--- src/rtl/exec_div_sequencer_if.sv ---
// Divide-sequencer request/result bundle between the execute stage and the divider.
interface exec_div_sequencer_if #(
  parameter int unsigned XLEN = 32
);
  logic            req_valid;
  logic [1:0]      req_op;
  logic [XLEN-1:0] rs1;
  logic [XLEN-1:0] rs2;
  logic            flush;
  logic            stall;
  logic            result_valid;
  logic [XLEN-1:0] result;

  modport master (
    output req_valid, req_op, rs1, rs2, flush,
    input  stall, result_valid, result
  );

  modport slave (
    input  req_valid, req_op, rs1, rs2, flush,
    output stall, result_valid, result
  );
endinterface

--- src/rtl/exec_div_sequencer.sv ---
// Iterative restoring divider for DIV/DIVU/REM/REMU beside the execute-stage ALU.
// Optional EXEC_DIV_RESULT_REUSE_EN: reuse the last completed result for matching operands.
module exec_div_sequencer #(
  parameter int unsigned XLEN            = 32,
  parameter int unsigned STEPS_PER_CYCLE = 1
) (
  input logic                 clk,
  input logic                 rst,
  exec_div_sequencer_if.slave bus
);

  localparam int unsigned      CNT_W    = $clog2(XLEN / STEPS_PER_CYCLE) + 1;
  localparam logic [CNT_W-1:0] CNT_INIT = CNT_W'(XLEN / STEPS_PER_CYCLE);
  localparam logic [XLEN-1:0]  MIN_VAL  = {1'b1, {(XLEN-1){1'b0}}};

  typedef enum logic [1:0] {IDLE, BUSY, DONE} state_t;

  state_t          state, state_n;
  logic [CNT_W-1:0] cnt, cnt_n;
  logic [XLEN-1:0] rem, rem_n;
  logic [XLEN-1:0] quo, quo_n;
  logic [XLEN-1:0] dvs, dvs_n;
  logic            neg_q, neg_q_n;
  logic            neg_r, neg_r_n;
  logic [1:0]      op, op_n;

  logic            signed_op;
  logic            is_ovf;
  logic [XLEN-1:0] abs_a, abs_b;
  logic [XLEN-1:0] q_fin, r_fin;
  logic [XLEN:0]   shifted;
  logic [XLEN-1:0] work_rem, work_quo;

`ifdef EXEC_DIV_RESULT_REUSE_EN
  logic            last_valid, last_valid_n;
  logic [XLEN-1:0] last_a, last_a_n;
  logic [XLEN-1:0] last_b, last_b_n;
  logic            last_sgn, last_sgn_n;
  logic [XLEN-1:0] last_q, last_q_n;
  logic [XLEN-1:0] last_r, last_r_n;
  logic [XLEN-1:0] cur_a, cur_a_n;
  logic [XLEN-1:0] cur_b, cur_b_n;
  logic            cur_sgn, cur_sgn_n;
  logic            reuse_hit;

  assign reuse_hit = last_valid && (bus.rs1 == last_a) && (bus.rs2 == last_b) &&
                     (signed_op == last_sgn);
`endif

  assign signed_op = ~bus.req_op[0];
  assign is_ovf    = signed_op && (bus.rs1 == MIN_VAL) && (bus.rs2 == '1);
  assign abs_a     = (signed_op && bus.rs1[XLEN-1]) ? -bus.rs1 : bus.rs1;
  assign abs_b     = (signed_op && bus.rs2[XLEN-1]) ? -bus.rs2 : bus.rs2;
  assign q_fin     = neg_q ? -quo : quo;
  assign r_fin     = neg_r ? -rem : rem;

  assign bus.stall        = bus.req_valid && (state != DONE) && !bus.flush;
  assign bus.result_valid = (state == DONE) && !bus.flush;
  assign bus.result       = (state == DONE) ? (op[1] ? r_fin : q_fin) : '0;

  always_comb begin
    state_n  = state;
    cnt_n    = cnt;
    rem_n    = rem;
    quo_n    = quo;
    dvs_n    = dvs;
    neg_q_n  = neg_q;
    neg_r_n  = neg_r;
    op_n     = op;
`ifdef EXEC_DIV_RESULT_REUSE_EN
    last_valid_n = last_valid;
    last_a_n     = last_a;
    last_b_n     = last_b;
    last_sgn_n   = last_sgn;
    last_q_n     = last_q;
    last_r_n     = last_r;
    cur_a_n      = cur_a;
    cur_b_n      = cur_b;
    cur_sgn_n    = cur_sgn;
`endif

    // {rem,quo} acts as one double-width shift register; quo fills from the right.
    work_rem = rem;
    work_quo = quo;
    shifted  = '0;
    for (int unsigned i = 0; i < STEPS_PER_CYCLE; i++) begin
      shifted  = {work_rem, work_quo[XLEN-1]};
      work_quo = {work_quo[XLEN-2:0], 1'b0};
      if (shifted >= {1'b0, dvs}) begin
        work_rem    = XLEN'(shifted - {1'b0, dvs});
        work_quo[0] = 1'b1;
      end else begin
        work_rem = shifted[XLEN-1:0];
      end
    end

    case (state)
      IDLE: begin
        if (bus.req_valid) begin
          op_n    = bus.req_op;
          neg_q_n = signed_op & (bus.rs1[XLEN-1] ^ bus.rs2[XLEN-1]);
          neg_r_n = signed_op & bus.rs1[XLEN-1];
          dvs_n   = abs_b;
          quo_n   = abs_a;
          rem_n   = '0;
          cnt_n   = CNT_INIT;
          state_n = BUSY;
`ifdef EXEC_DIV_RESULT_REUSE_EN
          cur_a_n   = bus.rs1;
          cur_b_n   = bus.rs2;
          cur_sgn_n = signed_op;
`endif
          // Special cases store final values directly with sign correction disabled.
          if (bus.rs2 == '0) begin
            state_n = DONE;
            cnt_n   = '0;
            quo_n   = '1;
            rem_n   = bus.rs1;
            neg_q_n = 1'b0;
            neg_r_n = 1'b0;
          end else if (is_ovf) begin
            state_n = DONE;
            cnt_n   = '0;
            quo_n   = MIN_VAL;
            rem_n   = '0;
            neg_q_n = 1'b0;
            neg_r_n = 1'b0;
          end
`ifdef EXEC_DIV_RESULT_REUSE_EN
          if (reuse_hit) begin
            state_n = DONE;
            cnt_n   = '0;
            quo_n   = last_q;
            rem_n   = last_r;
            neg_q_n = 1'b0;
            neg_r_n = 1'b0;
          end
`endif
        end
      end
      BUSY: begin
        if (!bus.req_valid) begin
          state_n = IDLE;
          cnt_n   = '0;
        end else begin
          quo_n = work_quo;
          rem_n = work_rem;
          cnt_n = cnt - 1'b1;
          if (cnt == CNT_W'(1)) state_n = DONE;
        end
      end
      DONE: begin
        state_n = IDLE;
`ifdef EXEC_DIV_RESULT_REUSE_EN
        last_valid_n = 1'b1;
        last_a_n     = cur_a;
        last_b_n     = cur_b;
        last_sgn_n   = cur_sgn;
        last_q_n     = q_fin;
        last_r_n     = r_fin;
`endif
      end
      default: state_n = IDLE;
    endcase

    if (bus.flush) begin
      state_n = IDLE;
      cnt_n   = '0;
`ifdef EXEC_DIV_RESULT_REUSE_EN
      last_valid_n = 1'b0;
`endif
    end
  end

  // Pipe registers in this core update on the falling edge.
  always_ff @(negedge clk) begin
    if (!rst) begin
      state <= IDLE;
      cnt   <= '0;
      rem   <= '0;
      quo   <= '0;
      dvs   <= '0;
      neg_q <= 1'b0;
      neg_r <= 1'b0;
      op    <= '0;
`ifdef EXEC_DIV_RESULT_REUSE_EN
      last_valid <= 1'b0;
      last_a     <= '0;
      last_b     <= '0;
      last_sgn   <= 1'b0;
      last_q     <= '0;
      last_r     <= '0;
      cur_a      <= '0;
      cur_b      <= '0;
      cur_sgn    <= 1'b0;
`endif
    end else begin
      state <= state_n;
      cnt   <= cnt_n;
      rem   <= rem_n;
      quo   <= quo_n;
      dvs   <= dvs_n;
      neg_q <= neg_q_n;
      neg_r <= neg_r_n;
      op    <= op_n;
`ifdef EXEC_DIV_RESULT_REUSE_EN
      last_valid <= last_valid_n;
      last_a     <= last_a_n;
      last_b     <= last_b_n;
      last_sgn   <= last_sgn_n;
      last_q     <= last_q_n;
      last_r     <= last_r_n;
      cur_a      <= cur_a_n;
      cur_b      <= cur_b_n;
      cur_sgn    <= cur_sgn_n;
`endif
    end
  end

endmodule

--- src/flat_wrapper.sv ---
// flat-port wrapper written by rule: the top's interface ports become plain ports
module exec_div_sequencer_flat 
#(
  parameter int unsigned XLEN            = 32,
  parameter int unsigned STEPS_PER_CYCLE = 1
)
  (clk, rst, bus_req_valid, bus_req_op, bus_rs1, bus_rs2, bus_flush, bus_stall, bus_result_valid, bus_result);
  exec_div_sequencer_if #(.XLEN(XLEN)) bus_i ();
  input logic clk;
  input logic rst;
  input wire logic [$bits(bus_i.req_valid)-1:0] bus_req_valid;
  input wire logic [$bits(bus_i.req_op)-1:0] bus_req_op;
  input wire logic [$bits(bus_i.rs1)-1:0] bus_rs1;
  input wire logic [$bits(bus_i.rs2)-1:0] bus_rs2;
  input wire logic [$bits(bus_i.flush)-1:0] bus_flush;
  output wire logic [$bits(bus_i.stall)-1:0] bus_stall;
  output wire logic [$bits(bus_i.result_valid)-1:0] bus_result_valid;
  output wire logic [$bits(bus_i.result)-1:0] bus_result;
  assign bus_i.req_valid = bus_req_valid;
  assign bus_i.req_op = bus_req_op;
  assign bus_i.rs1 = bus_rs1;
  assign bus_i.rs2 = bus_rs2;
  assign bus_i.flush = bus_flush;
  assign bus_stall = bus_i.stall;
  assign bus_result_valid = bus_i.result_valid;
  assign bus_result = bus_i.result;
  exec_div_sequencer #(.XLEN(XLEN), .STEPS_PER_CYCLE(STEPS_PER_CYCLE)) u_core (.clk(clk), .rst(rst), .bus(bus_i));
endmodule
--- config.mk ---
export PLATFORM = sky130hd
export DESIGN_NAME = exec_div_sequencer_flat
export DESIGN_NICKNAME = d
export VERILOG_FILES = /design/src/rtl/exec_div_sequencer_if.sv /design/src/rtl/exec_div_sequencer.sv /design/src/flat_wrapper.sv
export SDC_FILE = /design/constraint.sdc
export NUM_CORES = 1
export LEC_CHECK = 0
export ABC_AREA = 1
export BUFFER_PORTS_ARGS = -buffer_cell sky130_fd_sc_hd__buf_4
export CORE_MARGIN = 4
export CORE_UTILIZATION = 25
export CTS_CLUSTER_DIAMETER = 50
export DETAILED_ROUTE_END_ITERATION = 6
export SETUP_SLACK_MARGIN = 0.4
export SKIP_CTS_REPAIR_TIMING = 1
export SLEW_MARGIN = 25
export SYNTH_ARGS = -nofsm -noshare
export SYNTH_HDL_FRONTEND = slang
export SYNTH_SLANG_ARGS = --single-unit
--- constraint.sdc ---
create_clock -name clk -period 2.57 [get_ports clk]
set_input_delay 0.257 -clock clk [delete_from_list [all_inputs] [get_ports clk]]
set_output_delay 0.257 -clock clk [all_outputs]
set_load 0.1 [all_outputs]
==> results.toml, run 1 <==
[grt]
grt_pass1_vias = 15800
grt_max_degree = 72
grt_usage = 0.213
grt_antenna_before_repair = 0
grt_pass1_wl_mm = 84.2
grt_overflow = 0

[detailed_routing]
drt_iter0_markers = 1506
num_vias = 17000
drc = 0
ant_nets = 0
wl_mm = 60.0
vias_per_cell = 4.99
dr.pass1.iters = 6
avgRoutedWirePerCell_um = 17.6

[worst_setup_path]
crit_path_start_kind = "register"
crit_fanout = 6
cp.required_ps = 2310
crit_arrival_ps = 3650
cp-end-kind = "primary output"
path_class = "reg2out"

[clocking]
cts_buffers = 9
h-tree-depth = 3
cts_num_sinks = 107
clk_latency_ps = 460
clkTransAtPathRegs_ps = 40
cts_tree = "done"
cts_buffer_depth = 2
root_buffer = "clkbuf_16"

[pwr]
power-per-cell-area_nw_per_um2 = 379
p_leak_nw = 10.4
p_total_mw = 8.19
peakVddDrop_mv = 0.441

[synth]
synth-edff-count = 0
ys.flop_type = "dfxtp_1"
synth_fp_nets = 2209
ys_ff_latch = 107
syn_area_per_cell_sq_um = 5.48
yosysWarnings = 0
synth_area_sq_um = 11500
synth-async-reset-ratio = 0
synth_cell_types = 50
synthCells = 2099
ys_seq_area_frac = 0.186

[die]
start_util = 0.253
fp.coreArea_sq_um = 45500
die-height_um = 223
rows = 78
io_pins = 104
die_area_sq_um = 49500
die_x_um = 223

[place]
placed_area_sq_um = 17400
dp_hpwl_mm = 45.2
routabilityCongestion = 0.983
port_buffers = 103
dpl_worst_slack_ps = -1060
placed_cells = 3178

[cells_and_area]
fin_util = 0.475
final_common_cell = "buf_4"
drive_above_1_share = 0.424
mostFrequentLayoutCells = "buf_4, nand2_1, inv_1"
final_cell_area_sq_um = 21600
nNetsFinal = 2914
final_cells = 3409
diodes = 0
areaGrowthSynthToFinish_pct = 87.6

[flow_run]
cap_violations = 0

[hold_path]
hold_path_class = "reg2reg"

[outcome]
violations = "negative setup slack"
status = "finished with violations"

[sta]
maxSlewHeadroom = 0.567
hold_viol = 0
fin_skew_ps = 31.5
tightestPinTransition_ps = 649
holdWs_ps = 511
worst_slack_ps = -1340
finalSetupViolCount = 110
slew_viol_final = 0
rsz0062_at_grt = "true"
finalSetupTns_ps = -49730
-- worst max-delay path: stages, from the launching register on --
cell and delay [ps]:
dfxtp_2 330, inv_4 80, ha_4 150, nand3_4 80, nor2_4 160, nand2_4 80
o21ai_4 240, nand3_4 170, o21ai_2 160, nand3_2 100, a21oi_4 200, buf_12 190
-- path summary, 6_finish.rpt --
| check | from | end | slack (ps) | depth (start not counted) |
|---|---|---|---|---|
| worst max-delay path | u_core.rem[1] | bus_result[30] | -1340 | 11 |
| worst min-delay path | u_core.dvs[6] | u_core.dvs[6] | 510 | 2 |
| worst max register to register | u_core.quo[31] | u_core.rem[16] | 70 | 17 |
| worst min register to register | u_core.dvs[6] | u_core.dvs[6] | 510 | 2 |
-- per-layer routing --
| metal | up-vias | part of all wire | track usage |
|---|---|---|---|
| li1 | 8196 | - | - |
| met1 | 8029 | 0.42 | 0.277 |
| met2 | 634 | 0.48 | 0.359 |
| met3 | 139 | 0.062 | 0.0347 |
| met4 | 0 | 0.035 | 0.0726 |
| met5 | - | 0 | 0 |
-- logic make-up after synthesis --
family	Yosys count	synth area share
AND/OR/NAND/NOR	1057	0.393
AO/OA/AOI/OAI	438	0.202
buffers and inverters	406	0.136
flip-flops	107	0.186
XOR/XNOR	51	0.0388
adder cells (fa/ha/maj)	40	0.0441
-- cell usage after synthesis, drive strengths merged, types with 3 or more instances --
cell type	instances	area (sq um)
nand2	531	2010
o21ai	182	926
clkbuf	57	214
buf	20	118
nor2	252	973
nor3	43	235
nor4	5	31.3
a211oi	3	22.5
a31oi	3	18.8
or2	11	68.8
o21a	5	37.5
o211ai	11	82.6
ha	39	488
nand3	151	756
a311oi	8	70.1
dfxtp	107	2140
and3	3	18.8
xor2	40	350
nand4	40	280
inv	327	1230
o31ai	3	22.5
xnor2	11	96.3
nand3b	16	120
and2	3	18.8
a21oi	215	1080
-- report_power, final --
part / leakage [nW] / internal [mW] / switching [mW] / total [mW]
sequential: 0.893 / 1.80 / 0.0918 / 1.89
combinational: 8.84 / 1.72 / 2.41 / 4.13
clock: 0.711 / 0.900 / 1.27 / 2.17
total: 10.4 / 4.41 / 3.77 / 8.19
-- flip-flops by register name (all words and copies together), names as in the netlist --
signal / flops
u_core.dvs: 32
u_core.quo: 32
u_core.rem: 32
u_core.cnt: 6
u_core.state: 2
u_core.neg_q: 1
u_core.neg_r: 1
u_core.op: 1
-- final cells by class --
type | instances | area (sq um)
repair buffers | 657 | 6100
fillers | 4505 | 23900
clock buffers | 9 | 225
clock inverters | 114 | 459
inverters | 328 | 1430
well taps | 600 | 751
flip-flops and latches | 107 | 2180
multi-input cells | 1586 | 10400
repair inverters | 8 | 85.1
(Power assumes the default switching activity.)
==> run 2: changes to the inputs <==
- clock period: 2.57 -> 5 ns (I/O delays scaled with it)
==> results.toml, run 2 (synthesis gave the netlist of run 1 again) <==
[outcome]
status = "finished with violations"
violations = "negative setup slack"

[die]
rows = 78
start_util = 0.253
io_pins = 104
die_area_sq_um = 49500
fp.coreArea_sq_um = 45500
die_x_um = 223
die-height_um = 223

[worst_setup_path]
slowest_delay_ps = 320
crit_path_start_kind = "register"
crit_fanout = 6
crit_arrival_ps = 4850
crit_buf_inv = 2
path_class = "reg2out"
cp_cell_sequence = "inv_4 -> ha_4 -> nand3_4 -> nor2_4 -> nand2_4 -> o21ai_4 -> nand3_4 -> o21ai_2 -> nand3_2 -> a21oi_4 -> buf_12"
r2r_slack_ps = 1640
cp.required_ps = 4500
rr_startpoint = "u_core.rem[6]"
crit_path_start = "u_core.rem[0]"
cp_slowest_cell = "dfxtp_2"
cp_top_family = "simple AND/OR/NAND/NOR gates"
crit_top_cell = "nand3_4"
cp-end-kind = "primary output"

[detailed_routing]
avgRoutedWirePerCell_um = 17.3
drt_iter0_markers = 1319
ant_nets = 0
wl_mm = 51.9
drc = 0
dr.pass1.iters = 6
vias_per_cell = 4.97
num_vias = 14900

[grt]
grt_max_degree = 73
grt_pass1_wl_mm = 78.4
grt_pass1_vias = 14300
grt_usage = 0.199
grt_antenna_before_repair = 1
grt_overflow = 0

[clocking]
cts_buffers = 9
clk_latency_ps = 440
h-tree-depth = 3
cts_tree = "done"
cts_num_sinks = 107
root_buffer = "clkbuf_16"
cts_buffer_depth = 2
clkTransAtPathRegs_ps = 40

[sta]
hold_viol = 0
rsz0062_at_grt = "true"
fin_skew_ps = 28.6
holdWs_ps = 497
tightestPinTransition_ps = 834
worst_slack_ps = -348
slew_viol_final = 0
maxSlewHeadroom = 0.444
finalSetupViolCount = 27

[pwr]
power_frac_comb = 0.430
power-per-cell-area_nw_per_um2 = 227
netSwitchingPower_mw = 1.72
peakVddDrop_mv = 0.179
swShare = 0.464
p_leak_nw = 7.99
clkPwrFrac = 0.305
internal_power_mw = 1.99
seq_power_share = 0.265

[flow_run]
cap_violations = 0

[cells_and_area]
final_cells = 3003
top_regs = "u_core.dvs x32, u_core.quo x32, u_core.rem x32"
final_common_cell = "nand2_1"
areaGrowthSynthToFinish_pct = 41.9
diodes = 0
mostFrequentLayoutCells = "nand2_1, inv_1, buf_4"
drive_above_1_share = 0.218
nNetsFinal = 2508
nFillCells = 4983

[place]
dp_hpwl_mm = 41.3
placed_cells = 2859
port_buffers = 103
routabilityCongestion = 0.982

[hold_path]
hold_path_class = "reg2reg"
worstHoldStart = "u_core.dvs[6]"
## run 2: through the flow
| stage | total power, mW | area, sq um | utilization | setup TNS, ps | worst slack, ps |
|---|---|---|---|---|---|
| floorplan | 2.06 | 12200 | - | -117 | -30.2 |
| global placement | 2.59 | 14400 | 0.318 | -303 | -85.5 |
| detailed placement | 2.59 | 14400 | 0.318 | -446 | -71.0 |
| CTS | 3.63 | 15200 | 0.333 | -10730 | -530 |
| global route | 4.02 | 16300 | 0.359 | -8850 | -476 |
| finish | 3.71 | 16300 | 0.359 | -6000 | -348 |
## run 2: final timing paths
check,to,cells after the start
max,bus_result[30],11
max reg2reg,u_core.rem[21],14
min reg2reg,u_core.dvs[6],2
min,u_core.dvs[6],2
## run 2: power by group through the flow
stage,clock network (mW),logic [mW],registers [mW]
floorplan,0.131,0.955,0.978
global placement,0.131,1.47,0.988
detailed placement,0.131,1.47,0.990
CTS,1.17,1.48,0.978
global route,1.26,1.77,0.989
finish,1.13,1.60,0.985
## run 2: per-layer routing
metal,routed length (um),vias to the layer above,track usage
met5,13,-,0
met4,2020,2,0.0879
met2,24000,537,0.319
met3,3690,107,0.0472
met1,22200,6894,0.255
li1,-,7382,-
## run 2: tightest hold or removal path, delay by kind of cell, from the launching register on
family	cells	cell delay, ps
AOI/OAI and AO/OA	1	100
DFF	1	320
buffers and inverters	1	50
## run 2: layout make-up
class	count	area, sq um	area share
Timing Repair Buffer	259	2510	0.154
Clock buffer	9	225	0.0138
Sequential cell	107	2190	0.134
Inverter	328	1290	0.0792
Clock inverter	114	485	0.0297
Tap cell	600	751	0.0460
Multi-Input combinational cell	1586	8880	0.544
